--- config.mk ---
export PLATFORM = sky130hd
export DESIGN_NAME = adc_capture_seq_flat
export DESIGN_NICKNAME = d
export VERILOG_FILES = /design/src/rtl/adc_capture_seq_if.sv /design/src/rtl/adc_capture_seq.sv /design/src/flat_wrapper.sv
export SDC_FILE = /design/constraint.sdc
export NUM_CORES = 1
export LEC_CHECK = 0
export ABC_AREA = 1
export CAP_MARGIN = 0
export CORE_MARGIN = 4
export CORE_UTILIZATION = 28
export DETAILED_ROUTE_END_ITERATION = 10
export PLACE_DENSITY = 0.52
export SLEW_MARGIN = 10
export SYNTH_ARGS = -nofsm -noshare
export SYNTH_HDL_FRONTEND = slang
export SYNTH_SLANG_ARGS = --single-unit
--- constraint.sdc ---
create_clock -name clk -period 11.5 [get_ports clk]
set_clock_uncertainty 0.15 [all_clocks]
set_input_delay 1.15 -clock clk [delete_from_list [all_inputs] [get_ports clk]]
set_output_delay 1.15 -clock clk [all_outputs]
set_load 0.05 [all_outputs]
--- src/rtl/adc_capture_seq_if.sv ---
// AXIS beat of SAMP_PER_CLK complex samples ({im,re} per SAMP_W slot).
// tuser[0] flags the first beat of a capture, tlast the frame end.
interface adc_capture_seq_if #(
  parameter int SAMP_PER_CLK = 2,
  parameter int SAMP_W       = 32
);
  logic                           tvalid;
  logic                           tready;
  logic                           tlast;
  logic [0:0]                     tuser;
  logic [SAMP_PER_CLK*SAMP_W-1:0] tdata;

  modport master (
    output tvalid, tdata, tuser, tlast,
    input  tready
  );

  modport slave (
    input  tvalid, tdata, tuser, tlast,
    output tready
  );
endinterface

--- src/rtl/adc_capture_seq.sv ---
// Capture sequencer: gates the ADC, drops settle beats, forwards N frames.
// Build option ADC_CAPTURE_CONTINUOUS_EN: num_frames==0 runs until abort.
module adc_capture_seq #(
  parameter int SAMP_PER_CLK = 2,
  parameter int FRAME_LEN    = 64,
  parameter int CNT_W        = 16,
  parameter int SAMP_W       = 32
) (
  input  logic             clk,
  input  logic             rst,
  input  logic             arm,
  input  logic             abort,
  input  logic [CNT_W-1:0] num_frames,
  input  logic [CNT_W-1:0] settle_beats,
  output logic             adc_en,
  adc_capture_seq_if.slave  s_axis,
  adc_capture_seq_if.master m_axis,
  output logic             busy,
  output logic             done,
  output logic [CNT_W-1:0] frame_cnt,
  output logic             overflow
);

  localparam int BEATS = FRAME_LEN / SAMP_PER_CLK;
  localparam int BW    = (BEATS > 1) ? $clog2(BEATS) : 1;
  localparam int DW    = SAMP_PER_CLK * SAMP_W;

`ifdef ADC_CAPTURE_CONTINUOUS_EN
  localparam bit CONT = 1'b1;
`else
  localparam bit CONT = 1'b0;
`endif

  typedef enum logic [1:0] {
    IDLE, SETTLE, CAPTURE, DONE
  } state_e;

  state_e           state_q, state_d;
  logic [CNT_W-1:0] nfr_q, nfr_d;
  logic [CNT_W-1:0] settle_q, settle_d;
  logic [CNT_W-1:0] fcnt_q, fcnt_d;
  logic [BW-1:0]    beat_q, beat_d;
  logic             first_q, first_d;
  logic             ovf_q, ovf_d;
  logic             en_q, en_d;
  logic             vld_q, vld_d;
  logic             last_q, last_d;
  logic             user_q, user_d;
  logic [DW-1:0]    data_q, data_d;

  logic room;
  logic start;
  logic zero_arm;
  logic nfr_zero;
  logic at_last;
  logic unused_in;

  assign s_axis.tready = 1'b1;
  assign unused_in = ^{s_axis.tuser, s_axis.tlast};

  // output slot is free, or frees up on this same edge
  assign room     = !vld_q || m_axis.tready;
  assign start    = arm && !abort &&
                    (state_q == IDLE || state_q == DONE);
  assign zero_arm = (num_frames == '0) && !CONT;
  assign nfr_zero = (nfr_q == '0);
  assign at_last  = (beat_q == BW'(BEATS - 1));

  always_comb begin
    state_d  = state_q;
    nfr_d    = nfr_q;
    settle_d = settle_q;
    fcnt_d   = fcnt_q;
    beat_d   = beat_q;
    first_d  = first_q;
    ovf_d    = ovf_q;
    vld_d    = vld_q;
    last_d   = last_q;
    user_d   = user_q;
    data_d   = data_q;

    if (vld_q && m_axis.tready) vld_d = 1'b0;

    if (abort) begin
      state_d = IDLE;
    end else if (start) begin
      nfr_d    = num_frames;
      settle_d = settle_beats;
      fcnt_d   = '0;
      ovf_d    = 1'b0;
      beat_d   = '0;
      first_d  = 1'b1;
      if (zero_arm || settle_beats == '0)
        state_d = CAPTURE;
      else
        state_d = SETTLE;
    end else begin
      unique case (state_q)
        SETTLE: begin
          if (s_axis.tvalid) begin
            settle_d = settle_q - CNT_W'(1);
            if (settle_q == CNT_W'(1))
              state_d = CAPTURE;
          end
        end
        CAPTURE: begin
          if (nfr_zero && !CONT) begin
            state_d = DONE;
          end else if (s_axis.tvalid) begin
            if (room) begin
              vld_d   = 1'b1;
              data_d  = s_axis.tdata;
              user_d  = first_q;
              last_d  = at_last;
              first_d = 1'b0;
              if (at_last) begin
                beat_d = '0;
                fcnt_d = fcnt_q + CNT_W'(1);
                if (!nfr_zero && fcnt_d == nfr_q)
                  state_d = DONE;
              end else begin
                beat_d = beat_q + BW'(1);
              end
            end else begin
              ovf_d = 1'b1;
            end
          end
        end
        default: ;
      endcase
    end

    en_d = (state_d == SETTLE || state_d == CAPTURE) &&
           !(nfr_d == '0 && !CONT);
  end

  always_ff @(posedge clk or posedge rst) begin
    if (rst) begin
      state_q  <= IDLE;
      nfr_q    <= '0;
      settle_q <= '0;
      fcnt_q   <= '0;
      beat_q   <= '0;
      first_q  <= 1'b0;
      ovf_q    <= 1'b0;
      en_q     <= 1'b0;
      vld_q    <= 1'b0;
      last_q   <= 1'b0;
      user_q   <= 1'b0;
      data_q   <= '0;
    end else begin
      state_q  <= state_d;
      nfr_q    <= nfr_d;
      settle_q <= settle_d;
      fcnt_q   <= fcnt_d;
      beat_q   <= beat_d;
      first_q  <= first_d;
      ovf_q    <= ovf_d;
      en_q     <= en_d;
      vld_q    <= vld_d;
      last_q   <= last_d;
      user_q   <= user_d;
      data_q   <= data_d;
    end
  end

  assign adc_en          = en_q;
  assign busy            = (state_q == SETTLE) ||
                           (state_q == CAPTURE);
  assign done            = (state_q == DONE);
  assign frame_cnt       = fcnt_q;
  assign overflow        = ovf_q;
  assign m_axis.tvalid   = vld_q;
  assign m_axis.tdata    = data_q;
  assign m_axis.tuser[0] = user_q;
  assign m_axis.tlast    = last_q;

endmodule
--- src/flat_wrapper.sv ---
// flat-port wrapper written by rule: the top's interface ports become plain ports
module adc_capture_seq_flat 
#(
  parameter int SAMP_PER_CLK = 2,
  parameter int FRAME_LEN    = 64,
  parameter int CNT_W        = 16,
  parameter int SAMP_W       = 32
)
  (clk, rst, arm, abort, num_frames, settle_beats, adc_en, busy, done, frame_cnt, overflow, s_axis_tvalid, s_axis_tdata, s_axis_tuser, s_axis_tlast, s_axis_tready, m_axis_tvalid, m_axis_tdata, m_axis_tuser, m_axis_tlast, m_axis_tready);
  adc_capture_seq_if #(.SAMP_PER_CLK(SAMP_PER_CLK), .SAMP_W(SAMP_W)) s_axis_i ();
  adc_capture_seq_if #(.SAMP_PER_CLK(SAMP_PER_CLK), .SAMP_W(SAMP_W)) m_axis_i ();
  input  logic clk;
  input  logic rst;
  input  logic arm;
  input  logic abort;
  input  logic [CNT_W-1:0] num_frames;
  input  logic [CNT_W-1:0] settle_beats;
  output logic adc_en;
  output logic busy;
  output logic done;
  output logic [CNT_W-1:0] frame_cnt;
  output logic overflow;
  input wire logic [$bits(s_axis_i.tvalid)-1:0] s_axis_tvalid;
  input wire logic [$bits(s_axis_i.tdata)-1:0] s_axis_tdata;
  input wire logic [$bits(s_axis_i.tuser)-1:0] s_axis_tuser;
  input wire logic [$bits(s_axis_i.tlast)-1:0] s_axis_tlast;
  output wire logic [$bits(s_axis_i.tready)-1:0] s_axis_tready;
  output wire logic [$bits(m_axis_i.tvalid)-1:0] m_axis_tvalid;
  output wire logic [$bits(m_axis_i.tdata)-1:0] m_axis_tdata;
  output wire logic [$bits(m_axis_i.tuser)-1:0] m_axis_tuser;
  output wire logic [$bits(m_axis_i.tlast)-1:0] m_axis_tlast;
  input wire logic [$bits(m_axis_i.tready)-1:0] m_axis_tready;
  assign s_axis_i.tvalid = s_axis_tvalid;
  assign s_axis_i.tdata = s_axis_tdata;
  assign s_axis_i.tuser = s_axis_tuser;
  assign s_axis_i.tlast = s_axis_tlast;
  assign s_axis_tready = s_axis_i.tready;
  assign m_axis_tvalid = m_axis_i.tvalid;
  assign m_axis_tdata = m_axis_i.tdata;
  assign m_axis_tuser = m_axis_i.tuser;
  assign m_axis_tlast = m_axis_i.tlast;
  assign m_axis_i.tready = m_axis_tready;
  adc_capture_seq #(.SAMP_PER_CLK(SAMP_PER_CLK), .FRAME_LEN(FRAME_LEN), .CNT_W(CNT_W), .SAMP_W(SAMP_W)) u_core (.clk(clk), .rst(rst), .arm(arm), .abort(abort), .num_frames(num_frames), .settle_beats(settle_beats), .adc_en(adc_en), .s_axis(s_axis_i), .m_axis(m_axis_i), .busy(busy), .done(done), .frame_cnt(frame_cnt), .overflow(overflow));
endmodule
Yosys cells after proc, flatten, opt, wreduce, memory -nomap -nowiden
Index checks and enable logic that the tools add are counted.

Add/subtract/negate cells: 3. Equality and inequality tests: 10. Multiplexer cells: 45. Bitwise operators: 3. Reduce and logical (&&, ||, !) cells: 29.

Operators by type and width (count): 16-bit two-way mux (11); 16-bit logical NOT (4); 5-bit two-way mux (6); 2-bit two-way mux (10); 1-bit two-way mux (17); 16-bit by 1-bit adder with 16-bit output, second input constant (1); 16-bit by 1-bit equality test with 1-bit output, second input constant (1); 16-bit equality test (1); 16-bit by 1-bit subtractor with 16-bit output, second input constant (1); 6-bit AND reduction (2); 5-bit AND reduction (2); 2-bit nonzero test (5); 2-bit equality test, second input constant (3); 5-bit by 1-bit adder with 5-bit output, second input constant (1); 5-bit equality test, second input constant (1); 1-bit logical AND (5); 1-bit logical OR (5); 2-bit by 1-bit equality test with 1-bit output, second input constant (2); 1-bit logical NOT (4); 2-bit one-hot mux with 2 select lines (1); 1-bit inverter (3); 3-bit AND reduction (1); 2-bit logical NOT (1); 2-bit by 1-bit != test with 1-bit output, second input constant (1); 2-bit != test, second input constant (1).

Register bits after elaboration: 125. Word-level logic and storage cells: 102.

Depth between registers and ports, before layout
Word-level depth: 14. Depth in mapped cells: 23.

Worst setup path after synthesis
OpenSTA, ideal clock, no wires.

Path type: input to register. From: input abort. To: register u_core.fcnt_q[0], in the netlist u_core.frame_cnt[0]. Library setup time: 0.133 ns. Arrival: 2.329 ns. Data required time: 11.217 ns. Setup slack: 8.888 ns. Stages: 7. Path buffers: 1. Path through: inv_1 nand3_1 o31ai_1 o21ai_1 inv_1 clkbuf_1 o21ai_0.

Cells in the longest elaborated chain, start to end: 5.

Ends and longest elaborated chain: start, declared (line flat_wrapper.sv:15) `input logic abort;`; 1-bit logical NOT (line adc_capture_seq.sv:63) `assign start = arm && !abort &&`; 1-bit logical AND (2 in series) (line adc_capture_seq.sv:63); 2-bit by 1-bit != test with 1-bit output (no line) or 2-bit nonzero test (tied branches); 6-bit AND reduction (no line); end signal, assigned (line adc_capture_seq.sv:155) `fcnt_q <= fcnt_d;`; end, declared (line adc_capture_seq.sv:41) `logic [CNT_W-1:0] fcnt_q, fcnt_d;`.

Parallel ways exist; a longest one is shown, timed or not. A chain may end at the register's enable or synchronous reset.

Worst setup path in the final report
From: input abort. To: register u_core.user_q, in the netlist u_core.m_axis.tuser.

Cells in the longest elaborated chain, start to end: 5.

Ends and longest elaborated chain: 1-bit logical NOT (line adc_capture_seq.sv:63); 1-bit logical AND (2 in series) (line adc_capture_seq.sv:63); 1-bit inverter (no line); 6-bit AND reduction (no line) (*); end signal, assigned (line adc_capture_seq.sv:162) `user_q <= user_d;`; end, declared (line adc_capture_seq.sv:48) `logic user_q, user_d;`.

Mark *: on every way between the ends. The rest lies on a longest branch, timed or not.

==> impl_metrics.ini <==
[synth]
yosysWarnings = 0
synth-edff-count = 0
synthFlopType = dfrtp_1
yosysSeqAreaShare_pct = 50.89
netlist_area_sq_mm = 0.006147
syn_inst = 796
async_flop_share_pct = 100.0
avgSynthCellArea_sq_um = 7.723
synth_nets = 908
synth.distinct_cells = 37
ys_ff_latch = 125

[global_route]
grt_pass1_vias = 5497
grt_start_max_net_pins = 70
globalRouteOverflowTotal = 0
grtUsageTotal_pct = 15.35
antenna_found_initial = 0
grt_pass1_wl_microns = 29750

[pwr]
powerDensity_mw_per_mm2 = 298.8
peakVddDrop_v = 0.0001146
power.share.sequential_pct = 29.3
p_clk_share_pct = 20.7
p_leak_nw = 4.136
swShare_pct = 46.68
p_sw_mw = 1.245
internal-power_mw = 1.422
finalPower_mw = 2.667
combPwrFrac_pct = 49.9

[floorplanning]
start_util_pct = 28.88
die_w_microns = 156.2
die_y_microns = 156.2
core_area_sq_mm = 0.02129
placementRows = 53
top_level_ports = 192
dieArea_sq_mm = 0.02439

[sta]
fin_crit_ns = 3.724
setup_viol = 0
tightest_slew_ns = 0.9049
max_freq_mhz = 268.5
hold_viol_final = 0
drv_slew = 0
period_share_pct = 32.38
rsz0062_at_grt = false
slew_headroom_pct = 39.67
fin_tns_setup_ns = 0

[clock_network]
ctsResizeCount = 0
cts_buffers = 17
cts_setup_buffers = 0
hold_buffers = 0
root_buffer = clkbuf_16
clk_latency_ns = 0.41
cts_buffer_depth = 2
cts_tree = done
clk_pin_slew_ns = 0.05
cts_sinks = 125
cts_htree_levels = 4

[worst_setup_path]
crit_type = in2reg
max_stage_delay_ns = 0.57
start_kind = primary input
cp_top_family = buffers and inverters
cp.arrival_ns = 3.83
crit_slowest_cell = buf_4
path_cells = clkdlybuf4s50_1 -> inv_1 -> nand3_1 -> inv_1 -> nand3_1 -> nor2_4 -> buf_4 -> inv_2 -> buf_4 -> nand2_1 -> o21ai_0
path_buf_inv = 6
worstPathMaxFanout = 67
required_ns = 11.61
cp-end-kind = register

[detailed_routing]
drc = 0
routedWlPerCell_microns = 14.77
detail_route.first_pass.iterations = 6
vias = 5725
vias_per_cell = 4.508
drt_iter0_markers = 429
wl_microns = 18760
ant_nets = 0

[cells_and_area]
utilization_pct = 41.94
final_layout_size_suffix_gt1_share_pct = 5.930
fillers = 2165
n_antenna_cell = 0
layout_common_cells = 332 x nand2_1, 188 x clkdlybuf4s50_1, 125 x dfrtp_1
area_delta_synth_final_pct = 45.23
layout.nets = 1094
layout_commonest_cell = nand2_1

[placement]
dp_hpwl_microns = 13690
port_buffers = 188
place_congestion = 0.8211

[run_status]
status = finished, final reports clean

[min_path]
hold_class = reg2reg

[run]
drv_cap = 0
-- synth_stat cells (all sizes together) (2+ instances only) --
cell type  number  area [sq um]
nor2           58         257.7
clkbuf         16         60.06
a31oi           3         18.77
o22ai           8         50.05
ha              8         100.1
nor3            4         25.02
o31ai           4         30.03
nand4          13         81.33
buf            11         55.06
or2             2         12.51
o311ai          7         61.31
o211ai          8         60.06
inv            72         270.3
dfrtp         125          3128
nor4           13         81.33
nand3          46         230.2
nand2         335          1270
o21ai          42         210.2
a21oi          12         60.06
-- routing by layer --
metal	GRT usage (%)	wire, microns	share of wire (%)	vias up
li1	-	-	-	2947
met1	21.49	8728	47	2614
met2	23.88	8763	47	145
met3	3.218	936	5.0	19
met4	4.835	328	1.7	0
met5	0	0	0	-
-- sequential cells by signal, indices dropped and copies added (netlist names) --
register,flops
u_core.adc_en,1
u_core.beat_q,5
u_core.first_q,1
u_core.frame_cnt,16
u_core.m_axis.tdata,64
u_core.m_axis.tlast,1
u_core.m_axis.tuser,1
u_core.m_axis.tvalid,1
u_core.nfr_q,16
u_core.overflow,1
u_core.settle_q,16
u_core.state_q,2
-- area by class of cell --
type | instances | area, sq um | share of cell area, %
Clock buffer | 18 | 439.2 | 4.919
Clock inverter | 14 | 167.7 | 1.878
Inverter | 72 | 272.8 | 3.055
Timing Repair Buffer | 194 | 1927 | 21.58
Tap cell | 275 | 344.1 | 3.854
Multi-Input combinational cell | 572 | 2649 | 29.67
Sequential cell | 125 | 3128 | 35.04
-- power by group through the flow --
stage	Clock (mW)	Combinational (mW)	Sequential, mW
final	0.553	1.33	0.783
after floorplan	0	0.429	1.23
after global placement	0	1.34	0.785
after global routing	0.587	1.45	0.812
after detailed placement	0	1.34	0.789
after CTS	0.568	1.35	0.784
-- tightest hold or removal path, delay by kind of cell (launching register included) --
kind / cells / cell delay, ns
flops: 1 / 0.34
simple gates: 2 / 0.10
-- kinds of logic after synthesis --
logic type	after synthesis	synth area share (%)
flip-flops	125	50.89
other	1	0.06100
AO/OA/AOI/OAI	89	8.692
AND/OR/NAND/NOR	472	31.96
XOR/XNOR	2	0.5089
adder cells (fa/ha/maj)	8	1.628
buffers and inverters	99	6.269
-- path summary, 6_finish.rpt --
kind,endpoint,slack (ns),cells after the start,from
max,u_core.m_axis.tuser,7.78,11,abort
min,u_core.m_axis.tdata[3],0.32,2,u_core.m_axis.tdata[3]
max reg2reg,u_core.m_axis.tuser,8.27,10,u_core.state_q[0]
min reg2reg,u_core.m_axis.tdata[3],0.32,2,u_core.m_axis.tdata[3]
max in group asynchronous,u_core.settle_q[13],8.72,3,rst
min in group asynchronous,u_core.m_axis.tdata[43],1.06,2,rst
-- metrics by stage --
stage	hold slack, ns	worst slack (ns)	instances	area (sq um)
2_1_floorplan	0.3515	6.872	796	6147
3_3_place_gp	0.3035	7.244	1238	8320
3_5_place_dp	0.3074	7.273	1238	8320
4_1_cts	0.3216	7.701	1270	8927
5_1_grt	0.3353	7.455	1270	8927
6_report	0.3180	7.776	1270	8927
Note: power is estimated with default switching activity, not from simulation.
==> patch 1 (same settings) <==
Make the reset (`rst`) synchronous in one clocked block.
--- a/src/rtl/adc_capture_seq.sv
+++ b/src/rtl/adc_capture_seq.sv
@@ -134,7 +134,7 @@
            !(nfr_d == '0 && !CONT);
   end
 
-  always_ff @(posedge clk or posedge rst) begin
+  always_ff @(posedge clk) begin
     if (rst) begin
       state_q  <= IDLE;
       nfr_q    <= '0;
Check against the original RTL: differs if rst is asserted again (counterexample within 4 cycles, from zero or initial values and one cycle with rst high); with rst held inactive, the same outputs for 4 cycles.
==> patch 1 against the unedited design <==
- worst setup slack improved by 0.088 ns
- sequential cell count did not move
- final area decreased by 4.0%
- synthesized cell count grew 4.9%
- synthesized area decreased by 4.3%
- global-route usage rose by 0.22 points
- register-to-register slack is essentially flat
- wire length is 0.22% higher
- critical path type unchanged
Power is not compared: it rests on default switching activity, and its combinational part moved more than twofold at a synthesized area within 25%.
==> patch 1: results (changes against the unedited design) <==
[layout]
final_nets=1123  ; +2.7%
n_fill_cell=2121  ; -2.0%
diodes=0  ; unchanged
drive_gt1_share_pct=4.980  ; -0.95 points
largest_reg_flops=64  ; unchanged

[setup_path]
slowest_stage=clkdlybuf4s50_1
crit_arrival_ns=3.76  ; -0.07 ns
crit_fanout=76  ; +13%
crit_family=buffers and inverters

[yosys]
synth_seq_area_share_pct=42.54  ; -8.4 points
synth.avg_cell_area_sq_um=7.046  ; -8.8%
synth-main-ff-cell=dfxtp_1
synth_area_leaders=dfxtp_1, nand2_1, inv_1
async_flop_share_pct=0  ; -100 points
yosys-top-cells-count=nand2_1, inv_1, dfxtp_1, o21ai_0, a21oi_1
syn-num-nets=947  ; +4.3%

[pwr]
ir_worst_vdd_mv=0.07988
p_leak_nw=3.216

[timing]
slew-limit-headroom_pct=44.55  ; +4.9 points
hold_viol_final=0  ; unchanged
fmax_mhz=275.0  ; +2.4%

[route]
wl_per_cell_um=14.53  ; -1.6%
vias=5915  ; +3.3%
detail_route.first_pass.iterations=4  ; -2
routed_wl_um=18800  ; +0.22%
drt_first_iter_violations=282  ; -34%

[run_status]
outcome=finished clean

[placed_design]
gp_congestion=0.8004  ; -2.5%
place_ws_ns=7.340  ; +0.06711 ns
hpwl_um=13720  ; +0.25%
dp.cells=1262  ; +1.9%
placed_area_sq_mm=0.007996  ; -3.9%

[cts]
cts_buffers=17  ; unchanged
worstSkewPairLatency_ns=0.41  ; about the same
cts_resized=0  ; unchanged
cts_root_buf=clkbuf_16

[global_route]
grt_max_degree=77  ; +10%
grt_usage_pct=15.57  ; +0.22 points
grt_pass1_wl_um=29480  ; -0.88%
grt_pass1_vias=5453  ; -0.80%

[min_path]
hold_path.class=reg2reg

==> patch 1: changes by cell type after synthesis, moves of 13 or more <==
cell	unedited run	this run
a31oi_1	3	16
inv_1	70	131
o21ai_0	38	88
dfrtp_1	125	0
nand2_1	332	156
a21oi_1	12	77
dfxtp_1	0	125
clkbuf_1	16	29
nor2_1	50	66
==> patch 1: cell type report <==
type                    count  area (sq um)  area share (%)
repair buffers            191          1904           22.22
flip-flops and latches    125          2502           29.20
multi-input cells         542          2749           32.07
clock buffers              18         429.2           5.007
clock inverters            14         145.1           1.693
well taps                 270         337.8           3.942
inverters                 134         503.0           5.869
==> patch 1: cell families after synthesis <==
group	count (synthesis)	synth area share (%)
buffers and inverters	168	10.95
flip-flops	125	42.54
other	1	0.06374
AO/OA/AOI/OAI	201	18.08
adder cells (fa/ha/maj)	8	1.701
XOR/XNOR	14	2.339
AND/OR/NAND/NOR	312	23.31
multiplexers	6	1.021
==> patch 1: worst min-delay path, cell delays in order, from the launching register on <==
cell and delay, ns:
dfxtp_1 0.30, inv_1 0.04, a21oi_1 0.05
==> patch 1: worst paths after layout <==
check | start | endpoint | slack [ns] | cells past startpoint
setup reg to reg | u_core.state_q[0] | u_core.adc_en | 8.27 | 11
hold / removal | u_core.m_axis.tdata[48] | u_core.m_axis.tdata[48] | 0.29 | 2
hold reg to reg | u_core.m_axis.tdata[48] | u_core.m_axis.tdata[48] | 0.29 | 2
setup / recovery | s_axis_tvalid | u_core.m_axis.tdata[61] | 7.86 | 9
==> patch 1: routing by layer <==
metal | track usage [%] | up-vias | part of all wire, %
met3 | 3.902 | 11 | 5.4
met5 | 0 | - | 0
li1 | - | 3081 | -
met4 | 4.200 | 0 | 0.81
met1 | 22.68 | 2650 | 52
met2 | 22.89 | 173 | 42
==> patch 2 (config.mk and constraints unchanged) <==
Made on the original files. `SAMP_PER_CLK` is set to 2 in 3 places; all go to 8.
--- a/src/rtl/adc_capture_seq_if.sv
+++ b/src/rtl/adc_capture_seq_if.sv
@@ -1,7 +1,7 @@
 // AXIS beat of SAMP_PER_CLK complex samples ({im,re} per SAMP_W slot).
 // tuser[0] flags the first beat of a capture, tlast the frame end.
 interface adc_capture_seq_if #(
-  parameter int SAMP_PER_CLK = 2,
+  parameter int SAMP_PER_CLK = 8,
   parameter int SAMP_W       = 32
 );
   logic                           tvalid;
--- a/src/rtl/adc_capture_seq.sv
+++ b/src/rtl/adc_capture_seq.sv
@@ -1,7 +1,7 @@
 // Capture sequencer: gates the ADC, drops settle beats, forwards N frames.
 // Build option ADC_CAPTURE_CONTINUOUS_EN: num_frames==0 runs until abort.
 module adc_capture_seq #(
-  parameter int SAMP_PER_CLK = 2,
+  parameter int SAMP_PER_CLK = 8,
   parameter int FRAME_LEN    = 64,
   parameter int CNT_W        = 16,
   parameter int SAMP_W       = 32
--- a/src/flat_wrapper.sv
+++ b/src/flat_wrapper.sv
@@ -1,7 +1,7 @@
 // flat-port wrapper written by rule: the top's interface ports become plain ports
 module adc_capture_seq_flat 
 #(
-  parameter int SAMP_PER_CLK = 2,
+  parameter int SAMP_PER_CLK = 8,
   parameter int FRAME_LEN    = 64,
   parameter int CNT_W        = 16,
   parameter int SAMP_W       = 32
Ports: changed (resized m_axis_tdata and s_axis_tdata); port bits go from 192 to 576. The function was not compared with the original's and may differ.
==> patch 2 against the unedited design <==
- sequential share of layout area rose by 2.8 points
- power rose by 150%
- maximum frequency fell by 3.6%
- sequential power rose by 140%
- sequential cell count rose by 190
- final area rose by 130%
- first-iteration DRC count rose by 91%
- worst setup slack got worse by 0.14 ns
- synthesized area rose by 120%
- hold slack got worse by 0.0025 ns
- critical path depth fell by 2
- wire length rose to 2.8 times the old value
==> patch 2: results (changes against the unedited design) <==
[global_route]
grt_max_degree=203  ; +190%
use_met3_pct=7.659  ; +4.4 points
met1_usage_pct=22.84  ; +1.4 points
grt_pass1_wl_um=77000  ; +160%
gr-usage-met2_pct=34.15  ; +10 points
grt_pass1_vias=12423  ; +130%
grt_usage_pct=19.75  ; +4.4 points

[cts]
ctsLongestPathBuffers=3  ; +1
worstSkewPairLatency_ns=0.56  ; +0.15 ns
htree_num_levels=2  ; -2
cts_buffers=40  ; +23

[timing]
setup_ws_ns=7.638  ; -0.1383 ns
slew-limit-headroom_pct=30.53  ; -9.1 points
whs_ns=0.3155  ; -0.002521 ns

[route]
met2_length_um=26220  ; +200%
routed_wl_um=51840  ; +180%
met1_length_um=19840  ; +130%

[yosys]
synth.distinct_cells=39  ; +5.4%
syn-instance-count=1599  ; +100%
syn-num-nets=1903  ; +110%
synth_area_sq_mm=0.01324  ; +120%
synthXorXnorAreaFrac_pct=0.6992  ; +0.19 points
synth_area_leaders=dfrtp_1, nand2_1, inv_1
synth_seq_area_share_pct=59.52  ; +8.6 points
yosys-top-cells-count=nand2_1, dfrtp_1, inv_1, nand3_1, nor2_1

[placed_design]
io_buffer_count=572  ; +200%
placed_area_sq_mm=0.01954  ; +130%

[layout]
buffers=579  ; +200%
clkCellAreaFrac_pct=6.025  ; -0.77 points
seq_share_pct=37.88  ; +2.8 points
n_fill_cell=4597  ; +110%
diodes=7  ; +7

[setup_path]
slowest_delay_ns=0.61  ; +0.04 ns
slowest_stage=buf_12
reg2reg_to=u_core.m_axis.tdata[105]
crit_fanout=202  ; +200%

[run_status]
outcome=finished clean

[pwr]
ir_worst_vdd_mv=0.1592  ; +39%

[patch 2: changes by cell type after synthesis, moves of 4 or more]
| cell | before | now |
|---|---|---|
| xnor2_1 | 0 | 4 |
| dfrtp_1 | 125 | 315 |
| nor2_1 | 50 | 43 |
| nand2_1 | 332 | 920 |
| o21ai_0 | 38 | 32 |
| buf_2 | 8 | 25 |
| o22ai_1 | 8 | 12 |
| o311ai_0 | 7 | 1 |
| buf_1 | 2 | 8 |
| o21ai_1 | 4 | 0 |
| clkbuf_1 | 16 | 31 |
[patch 2: kinds of logic (layout without fill, tap and decap cells)]
family,Yosys count,after routing
AOI/OAI and AO/OA,74,74
xor gates and xnor gates,9,9
adders and majority gates,8,8
buffers and inverters,137,721
DFF,315,315
other,1,8
and+or+nand+nor,1055,1055
[patch 2: report_power, final]
part	switching, W	internal [W]	total (W)
clock	0.000499	0.000715	0.00121
sequential	0.000282	0.00160	0.00188
combinational	0.00239	0.00107	0.00346
total	0.00317	0.00339	0.00656
